### src/rtl/keypad_scanner.sv
// 4x4 active-low matrix keypad scanner with press/release debounce.
// Emits a single valid_key strobe with key = {row, col} per physical press.
module keypad_scanner #(
    parameter int SCAN_CYCLES     = 4,
    parameter int DEBOUNCE_CYCLES = 8
) (
    input  logic       clk,
    input  logic       rstn,
    input  logic [3:0] row_in,
    output logic [3:0] col_out,
    output logic       valid_key,
    output logic [3:0] key
);

    // state      | meaning
    // S_SCAN     | drive one column per dwell, sample synced rows on last dwell cycle
    // S_DEBOUNCE | column fixed, require DEBOUNCE_CYCLES stable cycles of the captured pattern
    // S_EMIT     | one-cycle valid_key strobe
    // S_RELEASE  | column fixed, wait for DEBOUNCE_CYCLES consecutive idle cycles
    typedef enum logic [1:0] {
        S_SCAN,
        S_DEBOUNCE,
        S_EMIT,
        S_RELEASE
    } state_t;

    localparam int CNT_MAX = (SCAN_CYCLES > DEBOUNCE_CYCLES) ? SCAN_CYCLES : DEBOUNCE_CYCLES;
    localparam int CW      = $clog2(CNT_MAX + 1);

    localparam logic [CW-1:0] SCAN_LAST = CW'(SCAN_CYCLES - 1);
    localparam logic [CW-1:0] DEB_LAST  = CW'(DEBOUNCE_CYCLES - 1);
    localparam logic [CW-1:0] CNT_SAT   = CW'(CNT_MAX);

    state_t        state, state_nxt;
    logic [3:0]    row_meta, rs;
    logic [CW-1:0] cnt, cnt_nxt, cnt_inc;
    logic [1:0]    col_idx, col_nxt;
    logic [3:0]    pat, pat_nxt;
    logic          emit_nxt;
    logic [3:0]    key_nxt;

    function automatic logic [1:0] low_row(input logic [3:0] p);
        logic [1:0] r;
        r = 2'd3;
        for (int i = 3; i >= 0; i--) begin
            if (!p[i]) r = 2'(i);
        end
        return r;
    endfunction

    assign cnt_inc = (cnt >= CNT_SAT) ? cnt : cnt + 1'b1;

    always_ff @(posedge clk or negedge rstn) begin
        if (!rstn) begin
            row_meta  <= 4'hF;
            rs        <= 4'hF;
            state     <= S_SCAN;
            cnt       <= '0;
            col_idx   <= 2'd0;
            pat       <= 4'hF;
            col_out   <= 4'b1110;
            valid_key <= 1'b0;
            key       <= 4'h0;
        end else begin
            row_meta  <= row_in;
            rs        <= row_meta;
            state     <= state_nxt;
            cnt       <= cnt_nxt;
            col_idx   <= col_nxt;
            pat       <= pat_nxt;
            col_out   <= ~(4'b0001 << col_nxt);
            valid_key <= emit_nxt;
            key       <= key_nxt;
        end
    end

    always_comb begin
        state_nxt = state;
        cnt_nxt   = cnt;
        col_nxt   = col_idx;
        pat_nxt   = pat;
        emit_nxt  = 1'b0;
        key_nxt   = key;
        case (state)
            S_SCAN: begin
                if (cnt >= SCAN_LAST) begin
                    cnt_nxt = '0;
                    if (rs == 4'hF) begin
                        col_nxt = col_idx + 2'd1;
                    end else begin
                        pat_nxt   = rs;
                        state_nxt = S_DEBOUNCE;
                    end
                end else begin
                    cnt_nxt = cnt_inc;
                end
            end
            S_DEBOUNCE: begin
                if (rs == 4'hF) begin
                    state_nxt = S_SCAN;
                    col_nxt   = col_idx + 2'd1;
                    cnt_nxt   = '0;
                end else if (rs != pat) begin
                    pat_nxt = rs;
                    cnt_nxt = '0;
                end else if (cnt >= DEB_LAST) begin
                    // key and strobe register together so key is valid in the strobe cycle
                    state_nxt = S_EMIT;
                    cnt_nxt   = '0;
                    emit_nxt  = 1'b1;
                    key_nxt   = {low_row(pat), col_idx};
                end else begin
                    cnt_nxt = cnt_inc;
                end
            end
            S_EMIT: begin
                state_nxt = S_RELEASE;
                cnt_nxt   = '0;
            end
            S_RELEASE: begin
                if (rs == 4'hF) begin
                    if (cnt >= DEB_LAST) begin
                        state_nxt = S_SCAN;
                        col_nxt   = col_idx + 2'd1;
                        cnt_nxt   = '0;
                    end else begin
                        cnt_nxt = cnt_inc;
                    end
                end else begin
                    cnt_nxt = '0;
                end
            end
            default: begin
                state_nxt = S_SCAN;
                cnt_nxt   = '0;
            end
        endcase
    end

endmodule

### config.mk
export PLATFORM = sky130hd
export DESIGN_NAME = keypad_scanner
export DESIGN_NICKNAME = d
export VERILOG_FILES = /design/src/rtl/keypad_scanner.sv
export SDC_FILE = /design/constraint.sdc
export NUM_CORES = 1
export LEC_CHECK = 0
export CAP_MARGIN = 5
export CORE_UTILIZATION = 48
export DETAILED_ROUTE_END_ITERATION = 8
export GPL_TIMING_DRIVEN = 0
export HOLD_SLACK_MARGIN = 0.15
export PLACE_DENSITY = 0.78
export SLEW_MARGIN = 0
export SYNTH_ARGS = -nofsm -noshare
export SYNTH_HDL_FRONTEND = slang
export SYNTH_SLANG_ARGS = --single-unit
### constraint.sdc
create_clock -name clk -period 1.6 [get_ports clk]
set_input_delay 0.32 -clock clk [delete_from_list [all_inputs] [get_ports clk]]
set_output_delay 0.32 -clock clk [all_outputs]
set_load 0.02 [all_outputs]
==> metrics.csv, run 1 <==
metric,value,unit
Die Span Y,52.9,um
total instance count after detailed placement,137,
Worst Reg2Reg Path Length in Cells,4,
Worst-path clk slew,80,ps
via count of the first global-routing pass,832,
depth of the worst hold-timing path,0,
endpoint arrival time on the critical path,1960,ps
"buffers from clock root to sink, at most",2,
net switching power of the design,0.806,mW
final-layout fill cell count,179,
global-route wire length before repair,3.62,mm
H-tree depth reported by CTS,2,
vias,843,
Crit path buffers/inverters,0,
setup slack at placement,-257,ps
number of rows in the core area,18,
DRC viols,0,
launching element type of the critical path,register,
most instantiated cells after synthesis,"sky130_fd_sc_hd__dfstp_2 (15), sky130_fd_sc_hd__dfrtp_1 (14), sky130_fd_sc_hd__inv_1 (6), sky130_fd_sc_hd__nand2_1 (6), sky130_fd_sc_hd__xnor2_1 (5)",
antenna violations before repair,0,
number of synthesized register bits,29,
Routability Congestion,0.835,
cell area after synthesis,1240,sq um
"number of standard cells in the layout, taps in and fillers out",161,
"Largest stage delay, worst path",570,ps
all-layer global routing usage,19.4,%
Static Leakage,0.762,nW
Peak supply drop,1.19,mV
number of vias per cell after detailed routing,5.24,
clock tree from TritonCTS,done,
power per cell area,1450,nW/um^2
number of I/O port buffers,14,
net switching fraction of the power,32.6,%
core outline area,2450,sq um
power share of the clock group,17.7,%
cell-internal power,1.67,mW
Final min period,1750,ps
boundary pin count,15,
syn_nets,101,
count of endpoints failing hold in the final timing report,0,
synth warn,0,
Tot Pwr,2.47,mW
most repeated cell in the gate-level netlist after synthesis,sky130_fd_sc_hd__dfstp_2,
NumNets Final,139,
ranking of synthesized cells by area,"sky130_fd_sc_hd__dfstp_2 (32%), sky130_fd_sc_hd__dfrtp_1 (28%), sky130_fd_sc_hd__mux2_2 (3.6%), sky130_fd_sc_hd__xnor2_1 (3.5%), sky130_fd_sc_hd__mux2i_1 (2.4%)",
detailed-router iteration count before antenna repair,4,
critical path's slowest cell,sky130_fd_sc_hd__dfstp_2,
largest net degree at the start of global routing,30,
n_diodes,0,
run status,"finished, violations left",
proportion of register bits with asynchronous set or reset after synthesis,100,%
period utilisation layout,109,%
cells along the critical path,xnor2_2 -> nand4_1 -> nor4_4 -> mux2_4,
transition time at the pin with the least slew margin,609,ps
final HPWL from detailed placement,1.30,mm
sequential fraction of design power,45.5,%
leading area contributor after synthesis,sky130_fd_sc_hd__dfstp_2,
average wire per standard cell,14.2,um
TritonCTS buffer count,5,
max-slew headroom at the worst pin,59.4,%
master cell of the clock root buffer,sky130_fd_sc_hd__clkbuf_4,
Clock Skews,7.63,ps
largest delay contributor family on the critical path,simple AND/OR/NAND/NOR gates,
share of power burned in combinational logic,36.8,%
Overflow after GRT,0,
Post-synth top flop,sky130_fd_sc_hd__dfstp_2,
die outline area,2800,sq um
Total Neg Setup Slack,-1650,ps
setup repair after global routing missed its margin,true,
latest clock arrival within the worst-skew pair,330,ps
largest fanout of any net on the critical path,4,
post-synthesis cell count,93,
Post-Syn Area per Cell,13.4,sq um
data required time at the worst endpoint,1810,ps
Crit path depth,4,
register cell area after layout,744,sq um
Syn-to-layout area delta,37.2,%
Die Span X,52.9,um
Total Wirelength,2.29,mm
kind of end point of the critical path,register,
start-to-end type of the worst setup path,reg2reg,
Post-synth EDFFs,0,
footprint of the multi-input gates,559,sq um
clock sink total,29,
highest attainable clock frequency,572,MHz
sequential share of the synthesized area,59.9,%
area fraction of the dominant cell type after synthesis,31.7,%
failing checks,negative setup slack,
max-cap check violation count,0,
Detailed Route Iter0 Violations,10,
class of the worst hold path,reg2reg,
unique cell type count in the Yosys netlist,33,
number of pins exceeding their max-slew limit in the final report,0,
worst-case setup margin in the final layout,-149,ps
Setup Viol. Count Final,17,
Antenna Violating Nets Remaining,0,
share of post-route cells with drive strength above 1,48.1,%
Starting Density,50.6,%
## power by group through the flow
stage	sequential (mW)	combinational, mW	clock [mW]
2_1_floorplan	1.15	0.407	0
3_3_place_gp	1.11	0.632	0
3_5_place_dp	1.12	0.654	0
4_1_cts	1.12	0.867	0.452
5_1_grt	1.15	0.989	0.480
6_report	1.13	0.910	0.437
## state kept, by name, indices dropped and copies added, names as in the netlist, named ones only
register	count
cnt	4
col_out	4
key	4
pat	4
row_meta	4
rs	4
col_idx	2
state	1
valid_key	1
## per-stage QoR
step / util, % / cell area (sq um) / hold WS [ps]
6_report: 69.4 / 1700 / 359
5_1_grt: 69.4 / 1700 / 361
4_1_cts: 67.8 / 1660 / 357
3_5_place_dp: 57.8 / 1420 / 347
3_3_place_gp: 57.8 / 1420 / 347
2_1_floorplan: - / 1240 / 24.4
## worst register-to-register path: stages, from the launching register on
cell                      delay [ps]
sky130_fd_sc_hd__dfstp_2         570
sky130_fd_sc_hd__xnor2_2         110
sky130_fd_sc_hd__nand4_1         190
sky130_fd_sc_hd__nor4_4          440
sky130_fd_sc_hd__mux2_4          340
## path summary, 6_finish.rpt
kind / startpoint / to / slack (ps)
max in group asynchronous: rstn / key[3] / 670
min in group asynchronous: rstn / cnt[3] / 530
worst min register to register: row_meta[0] / rs[0] / 360
worst max register to register: pat[0] / key[0] / -150
worst max-delay path: pat[0] / key[0] / -150
worst min-delay path: row_meta[0] / rs[0] / 360
## routing by layer
| metal | vias up | global-route usage (%) | part of all wire [%] |
|---|---|---|---|
| li1 | 395 | - | - |
| met1 | 419 | 21.0 | 40 |
| met2 | 19 | 30.8 | 52 |
| met3 | 10 | 7.18 | 4.8 |
| met4 | 0 | 14.5 | 3.4 |
| met5 | - | 0 | 0 |
## final cells by class
type,count,area share [%]
clock buffers,7,3.23
flip-flops and latches,29,43.7
well taps,30,2.20
multi-input cells,55,32.8
plain buffers,2,0.514
inverters,6,1.32
repair buffers,32,16.2
## kinds of logic after synthesis
| kind of cell | Yosys count | share of synthesized area (%) |
|---|---|---|
| AOI/OAI and AO/OA | 13 | 8.56 |
| xor gates and xnor gates | 8 | 5.64 |
| adders and majority gates | 2 | 2.01 |
| buffers and inverters | 9 | 2.92 |
| DFF | 29 | 59.9 |
| muxes | 9 | 8.46 |
| and+or+nand+nor | 23 | 12.5 |
## repair_timing
item | CTS | global route
setup buffers | 16 | 2
hold endpoints to repair | 0 | 14
pin swaps | 13 | 6
hold buffers | 0 | 1
gates cloned | 0 | 0
resized for setup | 25 | 5
endpoints found under the setup margin | 24 | 21
## layout by cell type, fill, tap and decap left out, drive strengths merged, types with 3 or more instances in the layout
| master | instances |
|---|---|
| dfrtp | 14 |
| nand2 | 6 |
| xnor2 | 5 |
| dfstp | 15 |
| mux2 | 6 |
| mux2i | 3 |
| nand2b | 3 |
| dlygate4sd2 | 7 |
| a21oi | 5 |
| inv | 6 |
| clkdlybuf4s50 | 4 |
| xor2 | 3 |
| buf | 20 |
| clkbuf | 7 |
Power figures use the tool's default switching activity.
==> run 2: changes to the inputs <==
--- a/config.mk
+++ b/config.mk
@@ -10,7 +10,7 @@
 export DETAILED_ROUTE_END_ITERATION = 8
 export GPL_TIMING_DRIVEN = 0
 export HOLD_SLACK_MARGIN = 0.15
-export PLACE_DENSITY = 0.78
+export PLACE_DENSITY = 0.75
 export SLEW_MARGIN = 0
 export SYNTH_ARGS = -nofsm -noshare
 export SYNTH_HDL_FRONTEND = slang
==> metrics.csv, run 2 (synthesis results as in run 1) <==
metric,value,unit
run status,"finished, violations left",
failing checks,negative setup slack,
highest attainable clock frequency,580,MHz
dpl cell area,1420,sq um
period utilisation layout,108,%
max-slew headroom at the worst pin,72.7,%
Routability Congestion,0.750,
Tot Pwr,2.38,mW
worst-case setup margin in the final layout,-124,ps
number of rows in the core area,18,
number of pins exceeding their max-slew limit in the final report,0,
transition time at the pin with the least slew margin,410,ps
die outline area,2800,sq um
Clock Skews,11.5,ps
launching element type of the critical path,register,
Overflow after GRT,0,
vias,820,
final-layout fill cell count,178,
setup slack at placement,-285,ps
largest net degree at the start of global routing,30,
share of post-route cells with drive strength above 1,46.6,%
clock tree from TritonCTS,done,
Starting Density,50.6,%
Die Span Y,52.9,um
number of I/O port buffers,14,
kind of end point of the critical path,register,
total instance count after detailed placement,137,
number of vias per cell after detailed routing,5.09,
final HPWL from detailed placement,1.31,mm
average wire per standard cell,13.9,um
n_diodes,0,
"number of standard cells in the layout, taps in and fillers out",161,
DRC viols,0,
max-cap check violation count,0,
Worst Reg2Reg Path Length in Cells,6,
power per cell area,1420,nW/um^2
Worst-path clk slew,90,ps
count of endpoints failing hold in the final timing report,0,
boundary pin count,15,
latest clock arrival within the worst-skew pair,320,ps
Peak supply drop,0.938,mV
global-route wire length before repair,3.34,mm
most common library cell in the layout ignoring fill and taps,sky130_fd_sc_hd__dfstp_2,
class of the worst hold path,in2async,
Setup Viol. Count Final,7,
Final min period,1720,ps
largest fanout of any net on the critical path,5,
master cell of the clock root buffer,sky130_fd_sc_hd__clkbuf_4,
endpoint arrival time on the critical path,1940,ps
H-tree depth reported by CTS,2,
Finished Core Util,68.5,%
Total Neg Setup Slack,-454,ps
clock sink total,29,
via count of the first global-routing pass,773,
final-layout worst hold slack,247,ps
Total Wirelength,2.23,mm
FF-to-FF Start,pat[0],
Static Leakage,0.744,nW
Detailed Route Iter0 Violations,7,
Reg2Reg Setup Slack,-120,ps
endpoint of the worst-slack reg-to-reg timing path,key[1],
most frequent cells in the layout,"sky130_fd_sc_hd__dfstp_2 (15), sky130_fd_sc_hd__buf_4 (13), sky130_fd_sc_hd__dfrtp_1 (12), sky130_fd_sc_hd__dlygate4sd2_1 (7)",
Die Span X,52.9,um
post-route cell area,1680,sq um
"buffers from clock root to sink, at most",2,
Syn-to-layout area delta,35.2,%
data required time at the worst endpoint,1820,ps
all-layer global routing usage,17.7,%
TritonCTS buffer count,5,
detailed-router iteration count before antenna repair,4,
NumNets Final,138,
start-to-end type of the worst setup path,reg2reg,
antenna violations before repair,0,
core outline area,2450,sq um
setup repair after global routing missed its margin,true,
Antenna Violating Nets Remaining,0,
[run 2: critical path, cell delays in order (launching register included)]
cell                      delay [ps]
sky130_fd_sc_hd__dfstp_2         570
sky130_fd_sc_hd__xnor2_1         130
sky130_fd_sc_hd__nand4_1         150
sky130_fd_sc_hd__buf_4           170
sky130_fd_sc_hd__nor4_4          140
sky130_fd_sc_hd__buf_6           170
sky130_fd_sc_hd__mux2_4          300
[run 2: timing repair]
| action | in CTS | in global routing |
|---|---|---|
| buffers inserted | 6 | 9 |
| resized for setup | 18 | 11 |
| pin swaps | 7 | 6 |
| hold endpoints to repair | 0 | 0 |
| setup endpoints to repair | 25 | 21 |
| hold buffers | 0 | 0 |
[run 2: worst max-delay path by stage]
stage / startpoint / to / slack (ps)
2_1_floorplan: pat[1] / key[0] / -90
3_3_place_gp: rs[1] / key[1] / -240
3_5_place_dp: rs[1] / key[1] / -280
4_1_cts: pat[1] / key[1] / -150
5_1_grt: pat[0] / key[1] / -190
6_report: pat[0] / key[1] / -120
[run 2: cell type report]
cell class                 instances  area [sq um]  area share (%)
timing repair buffer              30           275            16.4
inverter                           6          22.5            1.34
multi-input combinational         55           533            31.7
tap                               30          37.5            2.23
sequential                        29           747            44.5
buffer                             3          16.3           0.968
clock buffer                       8          48.8            2.90
[run 2: power breakdown]
group	switching, mW	total [mW]	leakage [nW]	internal, mW
Clock	0.236	0.410	0.0265	0.175
Sequential	0.160	1.13	0.339	0.970
Combinational	0.386	0.838	0.378	0.452
Total	0.782	2.38	0.744	1.60
[run 2: per-layer routing]
metal | vias up | wire length [um] | global-route usage [%]
met1 | 405 | 873 | 18.0
li1 | 395 | - | -
met2 | 14 | 1230 | 31.0
met5 | - | 0 | 0
met4 | 0 | 50 | 9.21
met3 | 6 | 81 | 6.90
